$ cat src/rtl/div32_pkg.sv
// Shared arithmetic definitions for the iterative divider.
// - div_state_e : FSM state encodings (DIV_IDLE, DIV_ITER, DIV_FIX)
// - DIV_ZERO_Q  : quotient returned for a zero divisor
// - INT_MIN     : most negative 32-bit two's complement value
// - neg_if()    : conditional two's complement negation (modulo 2^32)
package div32_pkg;

  typedef enum logic [1:0] {
    DIV_IDLE = 2'd0,
    DIV_ITER = 2'd1,
    DIV_FIX  = 2'd2
  } div_state_e;

  localparam logic [31:0] DIV_ZERO_Q = 32'hFFFF_FFFF;
  localparam logic [31:0] INT_MIN    = 32'h8000_0000;

  function automatic logic [31:0] neg_if(input logic [31:0] v, input logic neg);
    return neg ? (~v + 32'd1) : v;
  endfunction

endpackage

$ cat src/rtl/div32_if.sv
// Execute-stage divider handshake bundle.
// master (issue side): flush, in_en, a, b, is_signed
// slave  (divider)   : idle, out_en, quotient, remainder
interface div32_if;
  logic        flush;
  logic        in_en;
  logic [31:0] a;
  logic [31:0] b;
  logic        is_signed;
  logic        idle;
  logic        out_en;
  logic [31:0] quotient;
  logic [31:0] remainder;

  modport master (
    output flush, in_en, a, b, is_signed,
    input  idle, out_en, quotient, remainder
  );

  modport slave (
    input  flush, in_en, a, b, is_signed,
    output idle, out_en, quotient, remainder
  );
endinterface

$ cat src/rtl/div32_step.sv
// div_step: one combinational restoring-division step.
// rem_in  : 33-bit partial remainder
// dvd_bit : next dividend bit (MSB first)
// dvs     : 32-bit unsigned divisor
// rem_out : next partial remainder
// q_bit   : quotient bit produced by this step
module div_step (
  input  logic [32:0] rem_in,
  input  logic        dvd_bit,
  input  logic [31:0] dvs,
  output logic [32:0] rem_out,
  output logic        q_bit
);
  logic [33:0] shifted;
  logic [33:0] diff;
  logic        unused_msb;

  assign shifted = {rem_in, dvd_bit};
  assign diff    = shifted - {2'b00, dvs};
  assign q_bit   = (shifted >= {2'b00, dvs});
  // Remainder stays below the divisor, so bit 33 of the difference is never needed.
  assign rem_out = q_bit ? diff[32:0] : shifted[32:0];
  assign unused_msb = diff[33];
endmodule

$ cat src/rtl/div32.sv
// div32: iterative 32-bit divider (DIV/DIVU/REM/REMU), non-pipelined.
// Ports: clk, rst_n (async active low), bus (div32_if.slave):
//   flush, in_en, a, b, is_signed in; idle, out_en, quotient, remainder out.
// Works on magnitudes with STEPS_PER_CYCLE restoring steps per clock and
// applies signs in a final FIX cycle. Zero divisor and signed overflow skip
// the iteration and go straight to FIX.
module div32
  import div32_pkg::*;
#(
  parameter int STEPS_PER_CYCLE = 2
) (
  input  logic clk,
  input  logic rst_n,
  div32_if.slave bus
);
  localparam int S  = STEPS_PER_CYCLE;
  localparam int N  = 32 / S;
  localparam int CW = $clog2(N + 1);

  div_state_e    state_q, state_d;
  logic          idle_q, idle_d;
  logic          out_en_q, out_en_d;
  logic [31:0]   quotient_q, quotient_d;
  logic [31:0]   remainder_q, remainder_d;
  logic [31:0]   dvd_q, dvd_d;     // dividend magnitude, quotient bits shift in at LSB
  logic [31:0]   dvs_q, dvs_d;     // divisor magnitude
  logic [32:0]   rem_q, rem_d;     // partial remainder
  logic [CW-1:0] cnt_q, cnt_d;
  logic          q_neg_q, q_neg_d;
  logic          r_neg_q, r_neg_d;
  logic          special_q, special_d;

  // Operand decode for the accepting cycle
  logic        sa, sb, div_zero, ovf;
  logic [31:0] a_mag, b_mag;

  assign sa       = bus.is_signed & bus.a[31];
  assign sb       = bus.is_signed & bus.b[31];
  assign a_mag    = neg_if(bus.a, sa);
  assign b_mag    = neg_if(bus.b, sb);
  assign div_zero = (bus.b == 32'd0);
  assign ovf      = bus.is_signed && (bus.a == INT_MIN) && (bus.b == DIV_ZERO_Q);

  // Step chain: step k consumes dividend bit 31-k this cycle
  logic [S:0][32:0] chain_rem;
  logic [S-1:0]     q_bits;
  logic [31:0]      dvd_next;

  assign chain_rem[0] = rem_q;

  for (genvar k = 0; k < S; k++) begin : g_step
    div_step u_step (
      .rem_in  (chain_rem[k]),
      .dvd_bit (dvd_q[31-k]),
      .dvs     (dvs_q),
      .rem_out (chain_rem[k+1]),
      .q_bit   (q_bits[S-1-k])
    );
  end

  assign dvd_next = {dvd_q[31-S:0], q_bits};

  always_comb begin
    state_d     = state_q;
    idle_d      = idle_q;
    out_en_d    = 1'b0;
    quotient_d  = quotient_q;
    remainder_d = remainder_q;
    dvd_d       = dvd_q;
    dvs_d       = dvs_q;
    rem_d       = rem_q;
    cnt_d       = cnt_q;
    q_neg_d     = q_neg_q;
    r_neg_d     = r_neg_q;
    special_d   = special_q;

    unique case (state_q)
      DIV_IDLE: begin
        if (bus.in_en && !bus.flush) begin
          idle_d    = 1'b0;
          dvs_d     = b_mag;
          q_neg_d   = sa ^ sb;
          r_neg_d   = sa;
          special_d = div_zero | ovf;
          cnt_d     = '0;
          if (div_zero) begin
            // Result preloaded; FIX passes it through without sign handling
            dvd_d   = DIV_ZERO_Q;
            rem_d   = {1'b0, bus.a};
            state_d = DIV_FIX;
          end else if (ovf) begin
            dvd_d   = INT_MIN;
            rem_d   = '0;
            state_d = DIV_FIX;
          end else begin
            dvd_d   = a_mag;
            rem_d   = '0;
            state_d = DIV_ITER;
          end
        end
      end

      DIV_ITER: begin
        rem_d = chain_rem[S];
        dvd_d = dvd_next;
        cnt_d = cnt_q + CW'(1);
        if (cnt_q == CW'(N - 1)) state_d = DIV_FIX;
      end

      DIV_FIX: begin
        quotient_d  = special_q ? dvd_q : neg_if(dvd_q, q_neg_q);
        remainder_d = special_q ? rem_q[31:0] : neg_if(rem_q[31:0], r_neg_q);
        out_en_d    = 1'b1;
        idle_d      = 1'b1;
        state_d     = DIV_IDLE;
      end

      default: state_d = DIV_IDLE;
    endcase

    // Flush wins over everything; published results are left untouched
    if (bus.flush) begin
      state_d     = DIV_IDLE;
      idle_d      = 1'b1;
      out_en_d    = 1'b0;
      quotient_d  = quotient_q;
      remainder_d = remainder_q;
    end
  end

  always_ff @(posedge clk or negedge rst_n) begin
    if (!rst_n) begin
      state_q     <= DIV_IDLE;
      idle_q      <= 1'b1;
      out_en_q    <= 1'b0;
      quotient_q  <= '0;
      remainder_q <= '0;
      dvd_q       <= '0;
      dvs_q       <= '0;
      rem_q       <= '0;
      cnt_q       <= '0;
      q_neg_q     <= 1'b0;
      r_neg_q     <= 1'b0;
      special_q   <= 1'b0;
    end else begin
      state_q     <= state_d;
      idle_q      <= idle_d;
      out_en_q    <= out_en_d;
      quotient_q  <= quotient_d;
      remainder_q <= remainder_d;
      dvd_q       <= dvd_d;
      dvs_q       <= dvs_d;
      rem_q       <= rem_d;
      cnt_q       <= cnt_d;
      q_neg_q     <= q_neg_d;
      r_neg_q     <= r_neg_d;
      special_q   <= special_d;
    end
  end

  assign bus.idle      = idle_q;
  assign bus.out_en    = out_en_q;
  assign bus.quotient  = quotient_q;
  assign bus.remainder = remainder_q;
endmodule

$ cat src/flat_wrapper.sv
// flat-port wrapper written by rule: the top's interface ports become plain ports
module div32_flat import div32_pkg::*;
#(
  parameter int STEPS_PER_CYCLE = 2
)
  (clk, rst_n, bus_flush, bus_in_en, bus_a, bus_b, bus_is_signed, bus_idle, bus_out_en, bus_quotient, bus_remainder);
  div32_if bus_i ();
  input  logic clk;
  input  logic rst_n;
  input wire logic [$bits(bus_i.flush)-1:0] bus_flush;
  input wire logic [$bits(bus_i.in_en)-1:0] bus_in_en;
  input wire logic [$bits(bus_i.a)-1:0] bus_a;
  input wire logic [$bits(bus_i.b)-1:0] bus_b;
  input wire logic [$bits(bus_i.is_signed)-1:0] bus_is_signed;
  output wire logic [$bits(bus_i.idle)-1:0] bus_idle;
  output wire logic [$bits(bus_i.out_en)-1:0] bus_out_en;
  output wire logic [$bits(bus_i.quotient)-1:0] bus_quotient;
  output wire logic [$bits(bus_i.remainder)-1:0] bus_remainder;
  assign bus_i.flush = bus_flush;
  assign bus_i.in_en = bus_in_en;
  assign bus_i.a = bus_a;
  assign bus_i.b = bus_b;
  assign bus_i.is_signed = bus_is_signed;
  assign bus_idle = bus_i.idle;
  assign bus_out_en = bus_i.out_en;
  assign bus_quotient = bus_i.quotient;
  assign bus_remainder = bus_i.remainder;
  div32 #(.STEPS_PER_CYCLE(STEPS_PER_CYCLE)) u_core (.clk(clk), .rst_n(rst_n), .bus(bus_i));
endmodule
$ cat config.mk
export PLATFORM = sky130hd
export DESIGN_NAME = div32_flat
export DESIGN_NICKNAME = d
export VERILOG_FILES = /design/src/rtl/div32_pkg.sv /design/src/rtl/div32_if.sv /design/src/rtl/div32_step.sv /design/src/rtl/div32.sv /design/src/flat_wrapper.sv
export SDC_FILE = /design/constraint.sdc
export NUM_CORES = 1
export LEC_CHECK = 0
export CORE_UTILIZATION = 23
export CTS_BUF_LIST = sky130_fd_sc_hd__clkbuf_16
export CTS_CLUSTER_DIAMETER = 120
export DETAILED_ROUTE_END_ITERATION = 12
export GPL_ROUTABILITY_DRIVEN = 1
export PLACE_DENSITY = 0.42
export SYNTH_ARGS = -nofsm -noshare
export SYNTH_HDL_FRONTEND = slang
export SYNTH_HIERARCHICAL = 1
export SYNTH_SLANG_ARGS = --single-unit
$ cat constraint.sdc
create_clock -name clk -period 8.4 [get_ports clk]
set_input_delay 1.68 -clock clk [delete_from_list [all_inputs] [get_ports clk]]
set_output_delay 1.68 -clock clk [all_outputs]
set_load 0.01 [all_outputs]
==> impl_metrics.toml <==
[global_routing]
grtUsageTotal_pct = 17.50
grt_antenna_before_repair = 5
gr-total-overflow = 0
grt_pass1_vias = 12920
grt_pass1_wl_mm = 81.72
grt_max_degree = 91

[synthesis]
yosysUniqueCellTypes = 81
syn-instance-count = 1762
synth_edf_count = 0
synth_area_sq_um = 14010
synth_top_area_share_pct = 30.73
syn-num-nets = 1904
synth_area_per_cell_sq_um = 7.950
synth_seq_cells = 173
synth_top_area_cell = "dfrtp_1"
synth_flop_cell = "dfrtp_1"
yosys-top-cells-area = "dfrtp_1 31%, xnor2_1 6.9%, ha_1 6.3%"
yosysSeqAreaShare_pct = 30.92
yosysWarnings = 6
async_flop_share_pct = 100.0

[finish]
syn2layout_area_growth_pct = 19.11
num-fill-cells = 6553
drive_above_1_share_pct = 5.397
fin_nets = 1982
multi_input_area_sq_um = 8796
final_common_cell = "nand2_1"
layout_common_cells = "198 x nand2_1, 172 x dfrtp_1, 160 x nor2_1"
antenna_cells = 0
seqCellArea_sq_um = 4330

[sta]
fin_setup_tns_ns = 0
finalMaxSlewViolations = 0
tightestPinTransition_ns = 1.253
rsz0062_at_grt = "no"
fin_crit_sh_pct = 77.52
period_needed_ns = 6.511
clock_skew_ns = 0.01428
relSlewSlack_pct = 16.27
finalHoldViolations = 0
finalSetupViolCount = 0
timing.hold.ws_ns = 0.4792
max_freq_mhz = 153.6

[clocking]
numClockSinks = 173
cts_resized = 0
cts-buffers-inserted = 17
htreeDepth = 4
cts_hold_buf = 0
clk-insertion-delay-late_ns = 0.50
cts_tree = "yes"
cts_setup_buffers = 0
clock-root-buffer = "clkbuf_16"
cts.clk_slew.worst_paths_ns = 0.08
clk_path_buf_depth = 2

[route]
finalWirelength_mm = 54.47
first_pass_iters = 8
wl_per_cell_um = 20.67
drcViolationCount = 0
detail-route-antenna-nets = 0
drt-initial-drc-count = 1029
via_count = 13210
avgViaCountPerCell = 5.014

[setup_path]
cp-end-kind = "register"
crit_type = "reg2reg"
reg2reg_slack_ns = 1.89
cp.required_ns = 8.78
critPathArrivalTime_ns = 6.89
critPathLaunchType = "register"
critPathMaxFanout = 40

[die]
die_h_um = 248.8
fp.coreArea_sq_um = 60250
rows = 90
dieArea_sq_um = 61890
io_pins = 135
dieWidth_um = 248.8
initial_core_util_pct = 23.25

[outcome]
status = "finished clean"

[min_path]
hp-class = "reg2reg"

[run]
drv_cap = 0

[placed_design]
hpwlAfterDp_mm = 42.92
port_buffers = 134
place_congestion = 0.8935
==> layer usage <==
metal / track usage (%) / vias up / part of all wire (%)
met3: 3.177 / 80 / 4.9
met5: 0 / - / 0.031
met4: 8.323 / 2 / 4.0
met2: 26.19 / 362 / 43
met1: 24.16 / 6340 / 48
li1: - / 6427 / -
==> state kept, by name (all words and copies together), names as in the netlist, 2 cells and up <==
name,count
u_core/bus.remainder,32
u_core/state_q,2
u_core/rem_q,33
u_core/dvs_q,32
u_core/dvd_q,32
u_core/bus.quotient,32
u_core/cnt_q,5
==> worst max-delay path, cell delays in order, from the launching register on <==
cell and delay, ns:
dfrtp_1 0.42, inv_1 0.06, ha_1 0.20, inv_1 0.07
fa_1 0.24, a211oi_2 0.10, o211a_1 0.27, o211ai_1 0.19
and2_1 0.27, a31oi_2 0.24, a31oi_4 0.64, buf_4 0.45
a21oi_1 0.15, ha_1 0.42, nand2_1 0.11, o41ai_1 0.39
and2_1 0.24, a31oi_2 0.18, a31oi_4 0.44, buf_4 0.47
mux2_2 0.39, a222oi_1 0.31, inv_1 0.07
==> cells in the mapped netlist, types with 16 or more instances <==
cell,n
nand2_1,198
nor2_1,163
and2_1,19
a31oi_1,21
nor3_1,34
nand3_1,26
nand2b_1,17
a21oi_1,150
o21ai_1,20
dfrtp_1,172
xor2_1,62
clkbuf_1,69
nor4_1,17
o21ai_0,144
inv_1,138
a211oi_1,17
o31ai_1,18
or3_1,16
xnor2_1,110
a21o_1,21
ha_1,71
nand4_1,20
a222oi_1,31
==> logic make-up (layout without fill, tap and decap cells) <==
kind of cell	Yosys count	after routing	share of synthesized area (%)
AND/OR/NAND/NOR	567	567	19.41
AO/OA/AOI/OAI	542	542	25.48
buffers and inverters	230	321	6.422
flip-flops	173	173	30.92
XOR/XNOR	172	172	10.75
adder cells (fa/ha/maj)	73	73	6.628
multiplexers	5	5	0.3930
==> final timing paths <==
| kind | startpoint | endpoint | depth (start not counted) |
|---|---|---|---|
| setup / recovery | u_core/dvd_q[31] | u_core/rem_q[22] | 22 |
| hold / removal | u_core/bus.remainder[8] | u_core/bus.remainder[8] | 2 |
| setup reg to reg | u_core/dvd_q[31] | u_core/rem_q[22] | 22 |
| hold reg to reg | u_core/bus.remainder[8] | u_core/bus.remainder[8] | 2 |
| max in group asynchronous | rst_n | u_core/dvs_q[15] | 2 |
| min in group asynchronous | rst_n | u_core/bus.quotient[24] | 1 |
==> per-stage QoR <==
stage | util, % | instance area, sq um | instances | worst slack (ns)
floorplan | - | 14010 | 1762 | 3.363
global placement | 26.70 | 16090 | 2603 | 1.905
detailed placement | 26.70 | 16090 | 2603 | 1.918
CTS | 27.69 | 16680 | 2635 | 1.863
global route | 27.69 | 16680 | 2635 | 1.381
finish | 27.69 | 16680 | 2635 | 1.889
==> layout make-up <==
class | instances | share of cell area, %
repair buffers | 149 | 8.722
clock inverters | 15 | 1.035
well taps | 782 | 5.865
inverters | 140 | 3.150
flip-flops and latches | 173 | 25.96
multi-input cells | 1359 | 52.72
clock buffers | 17 | 2.550
Power is left out: the tool's default activity adds up to more than one toggle a clock period on the data nets, which glitch-free logic cannot reach.
